$ cat config.mk
export PLATFORM = sky130hd
export DESIGN_NAME = mul_rebuild_flat
export DESIGN_NICKNAME = d
export VERILOG_FILES = /design/src/rtl/mul_rebuild_if.sv /design/src/rtl/mul_rebuild.sv /design/src/flat_wrapper.sv
export SDC_FILE = /design/constraint.sdc
export NUM_CORES = 1
export LEC_CHECK = 0
export CAP_MARGIN = 5
export CORE_MARGIN = 4
export CORE_UTILIZATION = 58
export DETAILED_ROUTE_END_ITERATION = 16
export GPL_ROUTABILITY_DRIVEN = 0
export MAX_ROUTING_LAYER = met4
export PLACE_DENSITY = 0.88
export REMOVE_ABC_BUFFERS = 1
export SLEW_MARGIN = 10
export SYNTH_ARGS = -nofsm -noshare
export SYNTH_HDL_FRONTEND = slang
export SYNTH_SLANG_ARGS = --single-unit
$ cat constraint.sdc
create_clock -name clk -period 3.3 [get_ports clk]
set_input_delay 0.825 -clock clk [delete_from_list [all_inputs] [get_ports clk]]
set_output_delay 0.825 -clock clk [all_outputs]
set_load 0.005 [all_outputs]
$ cat src/rtl/mul_rebuild_if.sv
// -----------------------------------------------------------------------------
// mul_rebuild_if
// Request/response bundle for the dividend-rebuild unit.
//   start       : operation request, honoured only while busy is low
//   i_shang     : quotient (multiplier), size bits
//   i_divisor   : divisor (multiplicand), size bits
//   i_yushu     : remainder (addend), size bits
//   busy        : operation in progress
//   done        : one-cycle pulse when o_dividend / o_err update
//   o_dividend  : rebuilt dividend, 2*size bits, held until the next done
//   o_err       : inconsistent triple (divisor==0 or yushu>=divisor)
// The master modport is the requester; the slave modport is the unit.
// -----------------------------------------------------------------------------
interface mul_rebuild_if #(
    parameter int size = 4
);
    logic                  start;
    logic [size-1:0]       i_shang;
    logic [size-1:0]       i_divisor;
    logic [size-1:0]       i_yushu;
    logic                  busy;
    logic                  done;
    logic [2*size-1:0]     o_dividend;
    logic                  o_err;

    modport master (
        output start, i_shang, i_divisor, i_yushu,
        input  busy, done, o_dividend, o_err
    );

    modport slave (
        input  start, i_shang, i_divisor, i_yushu,
        output busy, done, o_dividend, o_err
    );
endinterface

$ cat src/rtl/mul_rebuild.sv
// -----------------------------------------------------------------------------
// mul_rebuild
// Sequential shift-add multiply-accumulate that rebuilds a dividend from a
// division result: o_dividend = i_shang * i_divisor + i_yushu (unsigned).
// One multiplier bit is consumed per clock, so an operation takes size cycles
// after the accept edge. A divisor of zero or a remainder not below the
// divisor raises o_err; the result is still computed.
// Ports:
//   clk  : rising-edge clock
//   rst  : synchronous active-high reset
//   bus  : mul_rebuild_if.slave (start/busy/done handshake, operands, result)
// -----------------------------------------------------------------------------
module mul_rebuild #(
    parameter int size = 4
) (
    input  logic           clk,
    input  logic           rst,
    mul_rebuild_if.slave   bus
);
    localparam int CNT_W = $clog2(size) + 1;

    typedef enum logic {IDLE, RUN} state_t;

    state_t                  state;
    state_t                  state_n;

    logic [2*size-1:0]       acc;
    logic [2*size-1:0]       mcand;
    logic [size-1:0]         mplier;
    logic [CNT_W-1:0]        cnt;
    logic                    err_r;

    logic                    busy_r;
    logic                    done_r;
    logic [2*size-1:0]       dividend_r;
    logic                    err_out_r;

    logic                    load;
    logic                    finish;
    logic [2*size-1:0]       acc_sum;

    assign bus.busy       = busy_r;
    assign bus.done       = done_r;
    assign bus.o_dividend = dividend_r;
    assign bus.o_err      = err_out_r;

    // Conditional add for the current multiplier bit; the final result must
    // include the add of the last step, so it is taken from here, not acc.
    assign acc_sum = acc + (mplier[0] ? mcand : '0);

    always_ff @(posedge clk) begin
        if (rst) begin
            state <= IDLE;
        end else begin
            state <= state_n;
        end
    end

    always_comb begin
        state_n = state;
        load    = 1'b0;
        finish  = 1'b0;
        case (state)
            IDLE: begin
                if (bus.start) begin
                    load    = 1'b1;
                    state_n = RUN;
                end
            end
            RUN: begin
                if (cnt == CNT_W'(size - 1)) begin
                    finish  = 1'b1;
                    state_n = IDLE;
                end
            end
            default: state_n = IDLE;
        endcase
    end

    always_ff @(posedge clk) begin
        if (rst) begin
            acc        <= '0;
            mcand      <= '0;
            mplier     <= '0;
            cnt        <= '0;
            err_r      <= 1'b0;
            busy_r     <= 1'b0;
            done_r     <= 1'b0;
            dividend_r <= '0;
            err_out_r  <= 1'b0;
        end else begin
            done_r <= 1'b0;
            if (load) begin
                acc    <= {{size{1'b0}}, bus.i_yushu};
                mcand  <= {{size{1'b0}}, bus.i_divisor};
                mplier <= bus.i_shang;
                cnt    <= '0;
                err_r  <= (bus.i_divisor == '0) | (bus.i_yushu >= bus.i_divisor);
                busy_r <= 1'b1;
            end else if (state == RUN) begin
                acc    <= acc_sum;
                mcand  <= mcand << 1;
                mplier <= mplier >> 1;
                cnt    <= cnt + 1'b1;
                if (finish) begin
                    dividend_r <= acc_sum;
                    err_out_r  <= err_r;
                    done_r     <= 1'b1;
                    busy_r     <= 1'b0;
                end
            end
        end
    end
endmodule

$ cat src/flat_wrapper.sv
// flat-port wrapper written by rule: the top's interface ports become plain ports
module mul_rebuild_flat 
#(
    parameter int size = 4
)
  (clk, rst, bus_start, bus_i_shang, bus_i_divisor, bus_i_yushu, bus_busy, bus_done, bus_o_dividend, bus_o_err);
  mul_rebuild_if #(.size(size)) bus_i ();
  input  logic clk;
  input  logic rst;
  input wire logic [$bits(bus_i.start)-1:0] bus_start;
  input wire logic [$bits(bus_i.i_shang)-1:0] bus_i_shang;
  input wire logic [$bits(bus_i.i_divisor)-1:0] bus_i_divisor;
  input wire logic [$bits(bus_i.i_yushu)-1:0] bus_i_yushu;
  output wire logic [$bits(bus_i.busy)-1:0] bus_busy;
  output wire logic [$bits(bus_i.done)-1:0] bus_done;
  output wire logic [$bits(bus_i.o_dividend)-1:0] bus_o_dividend;
  output wire logic [$bits(bus_i.o_err)-1:0] bus_o_err;
  assign bus_i.start = bus_start;
  assign bus_i.i_shang = bus_i_shang;
  assign bus_i.i_divisor = bus_i_divisor;
  assign bus_i.i_yushu = bus_i_yushu;
  assign bus_busy = bus_i.busy;
  assign bus_done = bus_i.done;
  assign bus_o_dividend = bus_i.o_dividend;
  assign bus_o_err = bus_i.o_err;
  mul_rebuild #(.size(size)) u_core (.clk(clk), .rst(rst), .bus(bus_i));
endmodule
==> results of run 1 <==
metal layers:
layer / wire length, um / track usage [%] / part of all wire (%)
met1: 1590 / 22.8 / 48
met2: 1540 / 27.1 / 46
met3: 126 / 4.10 / 3.8
met4: 65 / 6.22 / 2.0
met5: 0 / - / 0
area by class of cell:
class | count | area, um^2
multi-input combinational | 153 | 1080
inverter | 6 | 22.5
fill | 249 | 887
tap | 44 | 55.1
sequential | 36 | 721
clock buffer | 8 | 58.8
timing repair buffer | 29 | 280
worst reg2reg max path, delay by kind of cell (launching register included):
| kind | cells | cell delay, ps |
|---|---|---|
| AOI/OAI and AO/OA | 2 | 370 |
| adders and majority gates | 2 | 670 |
| DFF | 1 | 390 |
| and+or+nand+nor | 4 | 670 |
cells in the final DEF (no fill, tap or decap), types with 7 or more instances in the layout:
master,synthesis,final
ha_1,13,13
and2_1,7,7
a21oi_1,18,18
dfxtp_1,36,36
nand2_1,12,12
clkdlybuf4s50_1,0,25
nor2_1,30,30
mux2i_1,17,17
sequential cells by signal, indices dropped and copies added, names as in the netlist:
register               count
u_core.bus.o_err           1
u_core.mcand               8
u_core.bus.done            1
u_core.acc                 8
u_core.cnt                 3
u_core.bus.o_dividend      8
u_core.mplier              4
u_core.err_r               1
u_core.bus.busy            1
u_core.state               1
cells in the mapped netlist (2+ instances only):
master and number:
o21ai_0 3, xor2_1 3, buf_2 5, o21a_1 2, or3_1 2, a211oi_1 4
nor2b_1 2, dfxtp_1 36, nand3b_1 2, a21oi_1 18, buf_6 4, a211oi_2 3
and2_1 7, nand2_1 12, ha_1 13, xnor2_1 5, a22o_1 5, nor3_1 2
nand2b_1 3, o21bai_2 2, o21ai_1 5, nor2_1 30, mux2i_1 17, clkbuf_1 2
a21o_1 2, nor4b_1 2, inv_1 5
logic make-up (layout without fill, tap and decap cells):
group	Yosys count	count (layout)	share of synthesized area, %
fa+ha+maj	14	14	9.60
flops	36	36	37.9
compound gates	47	47	17.1
mux	17	17	8.94
xor+xnor	8	8	3.68
simple gates	67	67	17.4
buf+inv	18	43	5.46
power by group:
group | internal, uW | switching, uW | total [uW]
clock network | 105 | 134 | 239
logic | 54.7 | 51.9 | 107
registers | 449 | 14.4 | 464
metrics by stage:
stage | area, um^2 | setup slack (ps)
2_1_floorplan | 1820 | 1270
3_3_place_gp | 2160 | 1020
3_5_place_dp | 2160 | 906
4_1_cts | 2220 | 1090
5_1_grt | 2220 | 892
6_report | 2220 | 1080
worst paths after layout:
kind	slack, ps	cells past startpoint	startpoint	end
worst max register to register	1080	8	u_core.mplier[0]	u_core.acc[6]
worst min-delay path	450	2	u_core.bus.o_dividend[7]	u_core.bus.o_dividend[7]
worst min register to register	450	2	u_core.bus.o_dividend[7]	u_core.bus.o_dividend[7]
worst max-delay path	1080	8	u_core.mplier[0]	u_core.acc[6]
==> key figures, run 1 <==
Synthesis
  • Post-synth ARST share: 0%
  • Post-synth EDFFs: 0
  • Avg Inst Size Synth: 9.19 um^2
  • Sequential share of the synthesized area: 37.9%
  • Synth top area cells: dfxtp_1, mux2i_1, ha_1
  • Mapped cell area: 1900 um^2
  • Synth warn: 0
  • Synth cell types: 38
  • Top-area cell type share of the netlist area: 37.9%
  • Yosys top cell by area: dfxtp_1
  • Mapped Cells: between 200 and 250
  • Ys flop type: dfxtp_1
  • Seq cells post-synth: 36

Timing
  • Hold Fails Final Rpt: 0
  • Setup TNS: 0 ps
  • Setup-failing EPs final: 0
  • Hold Slack: 446 ps
  • Period utilisation layout: 67.2%
  • Worst Skew: between 3 and 4 ps
  • Fmax: around 450 MHz
  • Max-slew violation count: 0
  • Minimum clock period: around 2200 ps
  • Worst rel slew slack: around 56%
  • RSZ-0062 raised after global routing: no
  • Worst-margin pin slew: 661 ps

Clocking
  • Worst skew pair latency: 340 ps
  • CTS Buf Count: 5
  • TritonCTS clock tree: yes
  • Clock sink count: 36
  • Clock Tree Buf Depth: 2
  • Root Driver: clkbuf_4
  • H-tree depth: 2
  • Setup bufs post-CTS: 0
  • Post-CTS Resized: 0
  • Clock Pin Slew Worst Setup and Hold Paths: 90 ps
  • Hold buffers post-CTS: 0

Power
  • Peak supply drop: 0.311 mV
  • Power Dens Cells: 365 nW/um^2
  • Lkg Pwr: 0.000921 uW
  • Total power: 809 uW

Setup path
  • Slowest CP cell: fa_1
  • Critical Path, Cell by Cell: and2_1, ha_1, fa_1, a211oi_2, o21bai_2, nand2_1, nor4b_1, or3_1
  • Delay-heaviest family, CP: adder cells
  • CP peak stage delay: 440 ps
  • Critical Path RT: 3520 ps
  • Crit path DAT: around 2400 ps
  • Setup crit end kind: flop
  • CP Class: flop to flop
  • Worst Path Buf+Inv: 0
  • Max FO, Critical Path: 9
  • Startpoint types: flop

Drt
  • WL/cell: 12.1 um
  • Drt drc: 0
  • Post-DR vias/cell: 5.25
  • Pre-antenna DRT Iters: 4
  • Vias: 1448
  • DRT antenna net count: 0
  • DRT iter0 DRCs: 64
  • Total wire length: 3.33 mm

Cells and area
  • Area Growth Syn to Fin: 16.4%
  • Nets: 260
  • Post-route insts no fill: about 280
  • Final core utilization: 71.4%
  • Layout cell share with drive strength beyond 1: 8.62%
  • N_diodes: 0

Status
  • Status: complete, no violations

Job
  • Max cap viols: 0

Global route
  • GRT Util Overall: 17.6%
  • Largest net degree at the start of global routing: 31
  • First-pass GRT wire length: about 5.7 mm
  • Antenna violations before repair: 0
  • Vias in the first global route: 1298
  • Grt total ovfl: 0

Worst hold path
  • Worst Hold Class: flop to flop

Die
  • Core area: 3100 um^2
  • Die width: 65.3 um
  • Row cnt: 20
  • Die area: 4260 um^2
  • Die height: 65.3 um
  • IO Pins: 26
  • Starting Density: 61.3%

Placement
  • Dpl cells: between 200 and 300
  • DPL Wire Length: 2.61 mm
  • PortBufs: 25
Power figures use the tool's default switching activity.
==> inputs of run 2 (changes only) <==
--- a/config.mk
+++ b/config.mk
@@ -7,11 +7,11 @@
 export LEC_CHECK = 0
 export CAP_MARGIN = 5
 export CORE_MARGIN = 4
-export CORE_UTILIZATION = 58
+export CORE_UTILIZATION = 54
 export DETAILED_ROUTE_END_ITERATION = 16
 export GPL_ROUTABILITY_DRIVEN = 0
 export MAX_ROUTING_LAYER = met4
-export PLACE_DENSITY = 0.88
+export PLACE_DENSITY = 0.83
 export REMOVE_ABC_BUFFERS = 1
 export SLEW_MARGIN = 10
 export SYNTH_ARGS = -nofsm -noshare
==> constraint.sdc (replaced) <==
create_clock -name clk -period 2.14 [get_ports clk]
set_input_delay 0.535 -clock clk [delete_from_list [all_inputs] [get_ports clk]]
set_output_delay 0.535 -clock clk [all_outputs]
set_load 0.005 [all_outputs]
==> key figures, run 2 (synthesis gave the netlist of run 1 again) <==
Cells and area
  • Nets: 260 (unchanged)
  • Commonest non-fill, non-tap cell in the layout: dfxtp_1 (unchanged)
  • Layout cell share with drive strength beyond 1: 9.48% (was 8.62%)
  • N_diodes: 0 (unchanged)
  • Most frequent cells in the layout: dfxtp_1, nor2_1, clkdlybuf4s50_1 (unchanged)
  • Area Growth Syn to Fin: 17.0% (was 16.4%)
  • Post-route insts no fill: 278 (was 276)

Power
  • Total power: 1260 uW (was 809 uW)
  • Lkg Pwr: 0.000919 uW (was 0.000921 uW)
  • Power Dens Cells: 564 nW/um^2 (was 365 nW/um^2)
  • Peak supply drop: 0.386 mV (was 0.311 mV)

Die
  • Starting Density: 56.6% (was 61.3%)
  • Die height: 67.4 um (was 65.3 um)
  • IO Pins: 26 (unchanged)
  • Die area: 4540 um^2 (was 4260 um^2)
  • Row cnt: 21 (was 20)
  • Core area: 3360 um^2 (was 3100 um^2)
  • Die width: 67.4 um (was 65.3 um)

Timing
  • Max-slew violation count: 0 (unchanged)
  • Hold Slack: 453 ps (was 446 ps)
  • Setup TNS: 0 ps (unchanged)
  • Worst rel slew slack: 45.5% (was 55.9%)
  • Hold Fails Final Rpt: 0 (unchanged)
  • Minimum clock period: 2010 ps (was 2220 ps)
  • Worst Skew: 7.14 ps (was 3.76 ps)
  • Setup-failing EPs final: 0 (unchanged)
  • RSZ-0062 raised after global routing: no (unchanged)
  • Worst-margin pin slew: 817 ps (was 661 ps)
  • Period utilisation layout: 93.7% (was 67.2%)
  • Fmax: 499 MHz (was 451 MHz)

Clocking
  • Setup bufs post-CTS: 0 (unchanged)
  • TritonCTS clock tree: yes (unchanged)
  • H-tree depth: 2 (unchanged)
  • Hold buffers post-CTS: 0 (unchanged)
  • Clock Tree Buf Depth: 2 (unchanged)
  • Clock sink count: 36 (unchanged)
  • Clock Pin Slew Worst Setup and Hold Paths: 100 ps (was 90 ps)
  • CTS Buf Count: 5 (unchanged)
  • Root Driver: clkbuf_4 (unchanged)
  • Worst skew pair latency: 340 ps (about the same)

Global route
  • Antenna violations before repair: 0 (unchanged)
  • GRT Util Overall: 19.1% (was 17.6%)
  • Vias in the first global route: 1432 (was 1298)
  • First-pass GRT wire length: 6.31 mm (was 5.66 mm)
  • Grt total ovfl: 0 (unchanged)
  • Largest net degree at the start of global routing: 38 (was 31)

Setup path
  • Critical Path RT: 2370 ps (was 3520 ps)
  • Setup crit end kind: flop (unchanged)
  • Critical Path, Cell by Cell: and2_1, ha_1, fa_2, a211oi_2, o21bai_2, nand2_1, nor4b_1, or3_1 (was and2_1, ha_1, fa_1, a211oi_2, o21bai_2, nand2_1, nor4b_1, or3_1)
  • Startpoint types: flop (unchanged)
  • Max FO, Critical Path: 3 (was 9)
  • Crit path DAT: 2240 ps (was 2440 ps)
  • CP peak stage delay: 380 ps (was 440 ps)
  • Delay-heaviest family, CP: simple AND/OR/NAND/NOR gates (was adder cells)
  • CP Class: flop to flop (unchanged)
  • Worst Path Buf+Inv: 0 (unchanged)
  • Slowest CP cell: fa_2 (was fa_1)

Drt
  • Post-DR vias/cell: 5.35 (was 5.25)
  • DRT antenna net count: 0 (unchanged)
  • Drt drc: 0 (unchanged)
  • DRT iter0 DRCs: 101 (was 64)
  • WL/cell: 13.2 um (was 12.1 um)
  • Vias: 1486 (was 1448)
  • Total wire length: 3.66 mm (was 3.33 mm)
  • Pre-antenna DRT Iters: 4 (unchanged)

Status
  • Status: complete, no violations (unchanged)

Placement
  • Dpl cells: 270 (was 268)
  • DPL Wire Length: 2.79 mm (was 2.61 mm)
  • PortBufs: 25 (unchanged)

Worst hold path
  • Worst Hold Class: flop to flop (unchanged)

Job
  • Max cap viols: 0 (unchanged)
run 2: changes by cell type in the layout (fill, tap and decap cells not counted):
cell       change
a2111oi_2      +1
a2111oi_0      -1
fa_1           -1
fa_2           +1
run 2: where the power goes:
part / internal [uW] / switching (uW)
sequential: 693 / 17.1
combinational: 84.6 / 87.7
clock: 162 / 211
run 2: area by class of cell:
class / count / area [um^2]
Tap cell: 46 / 57.6
Clock buffer: 8 / 58.8
Inverter: 6 / 22.5
Multi-Input combinational cell: 153 / 1090
Fill cell: 301 / 1140
Sequential cell: 36 / 721
Timing Repair Buffer: 29 / 280
run 2: metal layers:
metal / vias to the layer above / wire length, um / GRT usage (%)
met1: 683 / 1740 / 23.3
li1: 770 / - / -
met4: 0 / 99 / 8.86
met5: - / 0 / -
met2: 21 / 1700 / 29.4
met3: 12 / 123 / 4.99
run 2: repair_timing:
item	4_1_cts	5_1_grt
pin swaps	0	1
endpoints found under the hold margin	0	0
setup endpoints to repair	1	2
gates cloned	0	0
resized for setup	2	1
run 2: tightest hold or removal path, delay by kind of cell, from the launching register on:
family	cells	cell delay [ps]
and+or+nand+nor	1	50
DFF	1	320
AOI/OAI and AO/OA	1	50
run 2: final timing paths:
| path | start | to | slack [ps] | depth (start not counted) |
|---|---|---|---|---|
| max | u_core.mplier[0] | u_core.acc[6] | 130 | 8 |
| min | u_core.bus.o_dividend[6] | u_core.bus.o_dividend[6] | 450 | 2 |
| max reg2reg | u_core.mplier[0] | u_core.acc[6] | 130 | 8 |
| min reg2reg | u_core.bus.o_dividend[6] | u_core.bus.o_dividend[6] | 450 | 2 |
run 2: per-stage QoR:
step	worst slack (ps)	util [%]	instance area [um^2]
floorplan	110	-	1820
global placement	98.1	64.2	2160
detailed placement	-16.6	64.2	2160
CTS	49.6	66.1	2220
global route	2.79	66.2	2230
finish	135	66.2	2230
==> inputs of run 3 (changes only) <==
--- a/config.mk
+++ b/config.mk
@@ -6,12 +6,14 @@
 export NUM_CORES = 1
 export LEC_CHECK = 0
 export CAP_MARGIN = 5
+export CELL_PAD_IN_SITES_DETAIL_PLACEMENT = 2
+export CELL_PAD_IN_SITES_GLOBAL_PLACEMENT = 2
 export CORE_MARGIN = 4
-export CORE_UTILIZATION = 54
+export CORE_UTILIZATION = 33
 export DETAILED_ROUTE_END_ITERATION = 16
 export GPL_ROUTABILITY_DRIVEN = 0
 export MAX_ROUTING_LAYER = met4
-export PLACE_DENSITY = 0.83
+export PLACE_DENSITY = 0.82
 export REMOVE_ABC_BUFFERS = 1
 export SLEW_MARGIN = 10
 export SYNTH_ARGS = -nofsm -noshare
==> key figures, run 3 (synthesis gave the netlist of run 1 again) <==
Status
  • Status: complete, no violations (unchanged)

Setup path
  • CP Class: flop to flop (unchanged)
  • Crit path DAT: 2200 ps (was 2240 ps)
  • Reg2reg setup slack: 120 ps (was 130 ps)
  • Setup crit end kind: flop (unchanged)
  • Critical Path RT: 2320 ps (was 2370 ps)
  • R2R Path Start: u_core.mplier[0] (unchanged)
  • Startpoint types: flop (unchanged)
  • RR Endpoint: u_core.acc[6] (unchanged)
  • R2R depth: 8 (unchanged)
  • Max FO, Critical Path: 3 (unchanged)

Worst hold path
  • Hold endpoint: u_core.bus.o_dividend[5] (was u_core.bus.o_dividend[6])
  • Worst Hold Class: flop to flop (unchanged)
  • Worst hold path depth: 2 (unchanged)
  • Hold Path Origin: u_core.bus.o_dividend[5] (was u_core.bus.o_dividend[6])

Drt
  • DRT iter0 DRCs: 30 (was 101)
  • DRT antenna net count: 0 (unchanged)
  • Pre-antenna DRT Iters: 4 (unchanged)
  • Post-DR vias/cell: 5.04 (was 5.35)
  • Total wire length: 5.12 mm (was 3.66 mm)
  • WL/cell: 16.6 um (was 13.2 um)
  • Vias: 1552 (was 1486)
  • Drt drc: 0 (unchanged)

Timing
  • Max-slew violation count: 0 (unchanged)
  • Worst Skew: 2.65 ps (was 7.14 ps)
  • Period utilisation layout: 94.5% (was 93.7%)
  • Worst rel slew slack: 46.9% (was 45.5%)
  • Setup-failing EPs final: 0 (unchanged)
  • Setup TNS: 0 ps (unchanged)
  • Worst-margin pin slew: 796 ps (was 817 ps)
  • Minimum clock period: 2020 ps (was 2010 ps)
  • Hold Fails Final Rpt: 0 (unchanged)
  • Fmax: 494 MHz (was 499 MHz)
  • RSZ-0062 raised after global routing: no (unchanged)

Cells and area
  • FILL cells: 622 (was 301)
  • Commonest non-fill, non-tap cell in the layout: dfxtp_1 (unchanged)
  • Nets: 264 (was 260)
  • Layout cell share with drive strength beyond 1: 11.9% (was 9.48%)
  • N_diodes: 0 (unchanged)
  • Area Growth Syn to Fin: 22.9% (was 17.0%)
  • Most frequent cells in the layout: dfxtp_1, nor2_1, clkdlybuf4s50_1 (unchanged)

Global route
  • Grt total ovfl: 0 (unchanged)
  • First-pass GRT wire length: 8.60 mm (was 6.31 mm)
  • Largest net degree at the start of global routing: 22 (was 38)
  • Antenna violations before repair: 0 (unchanged)
  • Vias in the first global route: 1698 (was 1432)
  • GRT Util Overall: 15.7% (was 19.1%)

Clocking
  • TritonCTS clock tree: yes (unchanged)
  • Clock Tree Buf Depth: 2 (unchanged)
  • Clock sink count: 36 (unchanged)
  • H-tree depth: 2 (unchanged)
  • Root Driver: clkbuf_8 (was clkbuf_4)
  • Clock Pin Slew Worst Setup and Hold Paths: 70 ps (was 100 ps)
  • Hold buffers post-CTS: 0 (unchanged)
  • Worst skew pair latency: 290 ps (was 340 ps)
  • Setup bufs post-CTS: 0 (unchanged)
  • CTS Buf Count: 5 (unchanged)

Placement
  • PortBufs: 25 (unchanged)
  • DPL Wire Length: 3.77 mm (was 2.79 mm)

Power
  • Peak supply drop: 0.247 mV (was 0.386 mV)
  • Lkg Pwr: 0.000955 uW (was 0.000919 uW)
  • Power Dens Cells: 604 nW/um^2 (was 564 nW/um^2)
  • Total power: 1410 uW (was 1260 uW)

Die
  • Core area: 5540 um^2 (was 3360 um^2)
  • Die height: 83.9 um (was 67.4 um)
  • IO Pins: 26 (unchanged)
  • Row cnt: 27 (was 21)
  • Starting Density: 34.3% (was 56.6%)
  • Die width: 83.9 um (was 67.4 um)
  • Die area: 7050 um^2 (was 4540 um^2)

Job
  • Max cap viols: 0 (unchanged)
[run 3: what timing repair did]
item                       in CTS  in global routing
resized for setup               1                  4
setup endpoints to repair       1                  2
pin swaps                       0                  2
[run 3: layout make-up]
| class | instances | area, um^2 | share of cell area [%] |
|---|---|---|---|
| inverter | 6 | 22.5 | 0.963 |
| timing repair buffer | 33 | 323 | 13.8 |
| sequential | 36 | 721 | 30.8 |
| clock buffer | 8 | 90.1 | 3.85 |
| tap | 72 | 90.1 | 3.85 |
| multi-input combinational | 153 | 1090 | 46.7 |
[run 3: worst max path at each step]
stage / from / to / slack, ps / cells past startpoint
after floorplan: u_core.mplier[0] / u_core.acc[6] / 110 / 8
after global placement: bus_i_yushu[0] / u_core.err_r / 90 / 8
after detailed placement: u_core.mplier[0] / u_core.bus.o_dividend[6] / 30 / 8
after CTS: u_core.mplier[0] / u_core.acc[6] / 50 / 8
after global routing: u_core.mplier[0] / u_core.acc[6] / 5 / 7
final: u_core.mplier[0] / u_core.acc[6] / 120 / 8
[run 3: stage by stage]
stage / setup slack [ps] / hold slack, ps / util [%] / cells / cell area (um^2)
2_1_floorplan: 110 / 443 / - / 195 / 1820
3_5_place_dp: 31.4 / 450 / 40.3 / 300 / 2230
4_1_cts: 52.5 / 460 / 42.0 / 308 / 2330
5_1_grt: 4.94 / 483 / 42.2 / 308 / 2340
6_report: 117 / 455 / 42.2 / 308 / 2340
3_3_place_gp: 87.9 / 443 / 40.3 / 300 / 2230
[run 3: critical path: stages (launching register included)]
cell	delay, ps
dfxtp_1	320
and2_1	160
ha_2	200
fa_2	400
a211oi_2	210
o21bai_2	130
nand2_2	100
nor4b_2	50
or3_1	340
[run 3: metal layers]
layer | track usage [%] | wire length, um | vias up | share of wire, %
li1 | - | - | 774 | -
met1 | 18.2 | 2290 | 748 | 45
met2 | 26.5 | 2580 | 24 | 50
met3 | 3.46 | 164 | 6 | 3.2
met4 | 5.99 | 78 | 0 | 1.5
met5 | - | 0 | - | 0
[run 3: report_power, final]
part           switching [uW]  total (uW)  internal, uW
logic                    96.1         189          93.0
clock network             247         509           263
registers                22.3         715           693
total                     365        1410          1050
